[config.mk]
export PLATFORM = sky130hd
export DESIGN_NAME = mix_columns_engine
export DESIGN_NICKNAME = d
export VERILOG_FILES = /design/src/rtl/mix_columns_engine.sv
export SDC_FILE = /design/constraint.sdc
export NUM_CORES = 1
export LEC_CHECK = 0
export ABC_CLOCK_PERIOD_IN_PS = 10100
export BUFFER_PORTS_ARGS = -buffer_cell sky130_fd_sc_hd__buf_2
export CORE_ASPECT_RATIO = 0.6
export CORE_MARGIN = 10
export CORE_UTILIZATION = 40
export DETAILED_ROUTE_END_ITERATION = 7
export SLEW_MARGIN = 20
export SYNTH_ARGS = -nofsm -noshare
export SYNTH_HDL_FRONTEND = slang
export SYNTH_SLANG_ARGS = --single-unit
[constraint.sdc]
create_clock -name clk -period 10.1 [get_ports clk]
set_clock_uncertainty 0.05 [all_clocks]
set_input_delay 1.515 -clock clk [delete_from_list [all_inputs] [get_ports clk]]
set_output_delay 1.515 -clock clk [all_outputs]
set_load 0.02 [all_outputs]
[src/rtl/mix_columns_engine.sv]
// AES MixColumns/InvMixColumns stage, COLS_PER_CYCLE columns per falling edge; out_valid rises 4/CPC edges after accept.
// Output holds in DONE until out_ready; a new block can be taken on the same edge that the old one leaves.
module mix_columns_engine #(
    parameter int COLS_PER_CYCLE = 1,
    parameter bit SUPPORT_INV    = 1
) (
    input  logic         clk,
    input  logic         reset,
    input  logic         in_valid,
    output logic         in_ready,
    input  logic [127:0] in_data,
    input  logic         in_inv,
    output logic         out_valid,
    input  logic         out_ready,
    output logic [127:0] out_data,
    output logic         busy
);
    generate
        if (!(COLS_PER_CYCLE == 1 || COLS_PER_CYCLE == 2 || COLS_PER_CYCLE == 4)) begin : g_bad_cpc
            $error("mix_columns_engine: COLS_PER_CYCLE must be 1, 2 or 4");
        end
    endgenerate

    localparam int          NGRP     = (COLS_PER_CYCLE > 0) ? 4 / COLS_PER_CYCLE : 1;
    localparam int          W        = 32 * COLS_PER_CYCLE;
    localparam logic [1:0]  LAST_GRP = 2'(NGRP - 1);
    localparam logic [127:0] MASK    = (W >= 128) ? '1 : ((128'd1 << W) - 128'd1);

    typedef enum logic [1:0] {IDLE, BUSY, DONE} state_t;

    state_t       state, state_nxt;
    logic [1:0]   grp;
    logic [127:0] blk;
    logic         inv_q;
    logic         accept;
    logic [6:0]   shamt;
    logic [127:0] sel, mixed_flat, out_nxt;

    function automatic logic [7:0] xtime(input logic [7:0] b);
        return {b[6:0], 1'b0} ^ (b[7] ? 8'h1b : 8'h00);
    endfunction

    // Constant multiplier built from an xtime chain; k selects the 1/2/4/8 terms.
    function automatic logic [7:0] gmul(input logic [7:0] b, input logic [3:0] k);
        logic [7:0] b2, b4, b8;
        b2 = xtime(b);
        b4 = xtime(b2);
        b8 = xtime(b4);
        return (k[0] ? b : 8'h00) ^ (k[1] ? b2 : 8'h00) ^ (k[2] ? b4 : 8'h00) ^ (k[3] ? b8 : 8'h00);
    endfunction

    function automatic logic [31:0] mix_col(input logic [31:0] col, input logic inv);
        logic [7:0] a0, a1, a2, a3;
        {a0, a1, a2, a3} = col;
        if (inv)
            return {gmul(a0, 4'he) ^ gmul(a1, 4'hb) ^ gmul(a2, 4'hd) ^ gmul(a3, 4'h9),
                    gmul(a0, 4'h9) ^ gmul(a1, 4'he) ^ gmul(a2, 4'hb) ^ gmul(a3, 4'hd),
                    gmul(a0, 4'hd) ^ gmul(a1, 4'h9) ^ gmul(a2, 4'he) ^ gmul(a3, 4'hb),
                    gmul(a0, 4'hb) ^ gmul(a1, 4'hd) ^ gmul(a2, 4'h9) ^ gmul(a3, 4'he)};
        else
            return {gmul(a0, 4'h2) ^ gmul(a1, 4'h3) ^ a2 ^ a3,
                    a0 ^ gmul(a1, 4'h2) ^ gmul(a2, 4'h3) ^ a3,
                    a0 ^ a1 ^ gmul(a2, 4'h2) ^ gmul(a3, 4'h3),
                    gmul(a0, 4'h3) ^ a1 ^ a2 ^ gmul(a3, 4'h2)};
    endfunction

    // Only COLS_PER_CYCLE mixers exist; the active group is shifted down to them and back up.
    assign shamt = 7'(int'(grp) * W);
    assign sel   = blk >> shamt;

    generate
        for (genvar k = 0; k < COLS_PER_CYCLE; k++) begin : g_mix
            assign mixed_flat[k*32 +: 32] = mix_col(sel[k*32 +: 32], inv_q);
        end
        if (W < 128) begin : g_pad
            assign mixed_flat[127:W] = '0;
        end
    endgenerate

    assign out_nxt = (out_data & ~(MASK << shamt)) | (mixed_flat << shamt);
    assign accept  = in_valid && in_ready;

    always_ff @(negedge clk or posedge reset) begin
        if (reset) state <= IDLE;
        else       state <= state_nxt;
    end

    always_comb begin
        state_nxt = state;
        case (state)
            IDLE:    if (accept) state_nxt = BUSY;
            BUSY:    if (grp == LAST_GRP) state_nxt = DONE;
            DONE:    if (out_ready) state_nxt = accept ? BUSY : IDLE;
            default: state_nxt = IDLE;
        endcase
    end

    always_comb begin
        in_ready  = !reset && (state == IDLE || (state == DONE && out_ready));
        out_valid = (state == DONE);
        busy      = (state == BUSY);
    end

    always_ff @(negedge clk or posedge reset) begin
        if (reset) begin
            grp      <= '0;
            blk      <= '0;
            inv_q    <= 1'b0;
            out_data <= '0;
        end else if (accept) begin
            grp   <= '0;
            blk   <= in_data;
            inv_q <= in_inv & SUPPORT_INV;
        end else if (state == BUSY) begin
            out_data <= out_nxt;
            grp      <= grp + 2'd1;
        end
    end
endmodule

==> run summary <==
Slowest stage delay, CP: 0.43 ns
Bufs on Longest Clock Path: 3
CP Data Required Time: 8.54 ns
Final GP Congestion: 0.854
Main flop type after synthesis: dfrtn_1
Slowest-stage cell, CP: dfrtn_1
Vias in the first global route: 9562
Grt total ovfl: 0
Root buffer cell: clkbuf_16
Hold Startpoint: out_data[103]
Global routing's busiest layer: met2
Pre-antenna DRT Iters: 4
Path depth of the worst reg2reg path: 8
Num CTS Buffers: 25
Met2 GRT Util: 0.292
Critical Path, Cell by Cell: nand2b_1 > inv_1 > buf_2
Clock-pin slew on the worst setup and hold paths: 0.05 ns
WL/cell: 23.5 um
Worst Hold Endpoint: out_data[103]
Fraction of layout cells with a size suffix above 1: 0.410
Worst hold margin: 0.375 ns
Routing usage on met1: 0.269
Crit path capture type: primary output
Synth async-reset ratio: 1.00
Nets: 1366
Post-synth EDFFs: 0
Layout area overhead: 19.3%
Met3 usage: 0.0458
RSZ-0062 raised after global routing: no
First-pass GRT wire length: 60.8 mm
Post-CTS setup buffer count: 0
Initial DRC count: 519
Hold depth: 2
Reg-to-Reg Start: grp[0]
Endpoints failing setup: 0
Critical path class: flop to primary output
Initial core utilization: 0.410
Vias: 8803
Gr usage total: 0.189
DRC violations left: 0
Most frequent cells in the layout: buf_2, dfrtn_1, mux2_2
Vias per Instance: 5.19
Final Hold Vio Count: 0
Seq/Total Area, Yosys: 0.485
R2r endpoint: out_data[44]
Slew Limit Fails: 0
Mapped Area: 13500 um^2
Top cell type's share of synthesized area: 0.485
Largest net degree at the start of global routing: 98
Setup TNS Final: 0 ns
Post-Syn Instances: 993
Maximum fanout along the worst path: 12
Cell taking the most area after synthesis: dfrtn_1
Clock Latency Late Sink: 0.55 ns
Antenna violations before repair: 0
Die Height: 162 um
Max-cap violations: 0
Post-CTS Resized: 0
Synth Area per Inst: 13.6 um^2
Hold Path Class: flop to flop
Register area: 6530 um^2
Synth Register Bits: 261
Final HPWL DP: 29.9 mm
Area of the die: 41600 um^2
CTS tree: built
Status: finished clean
# H-tree levels: 1
Max-slew headroom: 0.347
Inserted Diodes: 0
Synth area leaders: dfrtn_1, mux2_2, xnor2_1
Routed Wire Length: 39.8 mm
Worst setup SP type: flop
Post-DRT Antenna Nets: 0
# IOs: 264
Commonest non-fill, non-tap cell in the layout: buf_2
CP delay by family, top: buffers and inverters
Clock Sink Count: 261
Post-CTS Hold Buffers: 0
Buffers on Ports: 263
Netlist cell types: 37
Flop2flop setup slack: 5.07 ns
DIE WIDTH: 257 um
Footprint of the multi-input gates: 6590 um^2
Yosys warnings: 0
Core area: 32800 um^2
Syn nets: 1130
Worst Path Buf+Inv: 2
Filler cells: 2932
FP Rows: 51
Worst-Margin Slew: 0.976 ns
Crit path DAT: 6.99 ns
[cells in the mapped netlist (3+ instances only)]
master,count
ha_1,4
buf_1,3
a21oi_1,11
inv_1,5
nor3_1,8
nor2_1,13
o21ai_1,11
xor2_1,40
xnor2_2,11
buf_4,9
nand2_1,72
mux2i_1,6
nand3_1,12
xnor2_1,130
buf_6,3
buf_2,12
clkbuf_1,43
xnor3_1,40
xnor2_4,4
a22o_1,69
dfrtn_1,261
mux2_2,131
mux4_2,30
o21ai_0,41
a22oi_1,8
[worst reg2reg max path, stage by stage (launching register included)]
cell     delay (ns)
dfrtn_1        0.87
buf_4          0.59
mux4_1         0.98
xnor2_4        0.31
xnor2_1        0.56
xnor3_1        0.54
xnor3_1        0.35
a21oi_1        0.42
o21ai_0        0.16
[worst max path at each step]
| stage | depth (start not counted) | from | to | slack [ns] |
|---|---|---|---|---|
| after floorplan | 1 | reset | blk[0] | 0.19 |
| after global placement | 6 | out_ready | blk[22] | 1.53 |
| after detailed placement | 6 | out_ready | blk[124] | 1.53 |
| after CTS | 3 | state[1] | busy | 1.52 |
| after global routing | 3 | state[1] | busy | 1.40 |
| final | 3 | state[1] | busy | 1.54 |
[kinds of logic after synthesis]
logic type	count (synthesis)	share of synthesized area
compound gates	144	0.0752
xor+xnor	230	0.207
fa+ha+maj	4	0.00372
buf+inv	76	0.0277
flops	261	0.485
mux	169	0.168
simple gates	109	0.0332
[per-layer routing]
layer  up-vias  wire length, um
li1       3949                -
met1      4582            18900
met2       236            17900
met3        36             2560
met4         0              452
met5         -                0
[state kept, by name, summed over array words and instances (netlist names)]
signal,cells
out_data,128
blk,128
state,2
grp,2
inv_q,1
[per-stage QoR]
stage / worst slack (ns) / instances / util / area [um^2]
2_1_floorplan: 0.193 / 993 / - / 13500
3_3_place_gp: 1.53 / 1652 / 0.464 / 15200
3_5_place_dp: 1.53 / 1652 / 0.464 / 15200
4_1_cts: 1.52 / 1696 / 0.490 / 16100
5_1_grt: 1.40 / 1696 / 0.490 / 16100
6_report: 1.54 / 1696 / 0.490 / 16100
[final cells by class]
| type | count | share of cell area |
|---|---|---|
| inverters | 5 | 0.00140 |
| clock inverters | 11 | 0.00693 |
| multi-input cells | 656 | 0.410 |
| clock buffers | 33 | 0.0452 |
| repair buffers | 280 | 0.0946 |
| flip-flops and latches | 261 | 0.407 |
| well taps | 450 | 0.0351 |
Power is left out: the tool's default activity adds up to more than one toggle a clock period on the data nets, which glitch-free logic cannot reach.
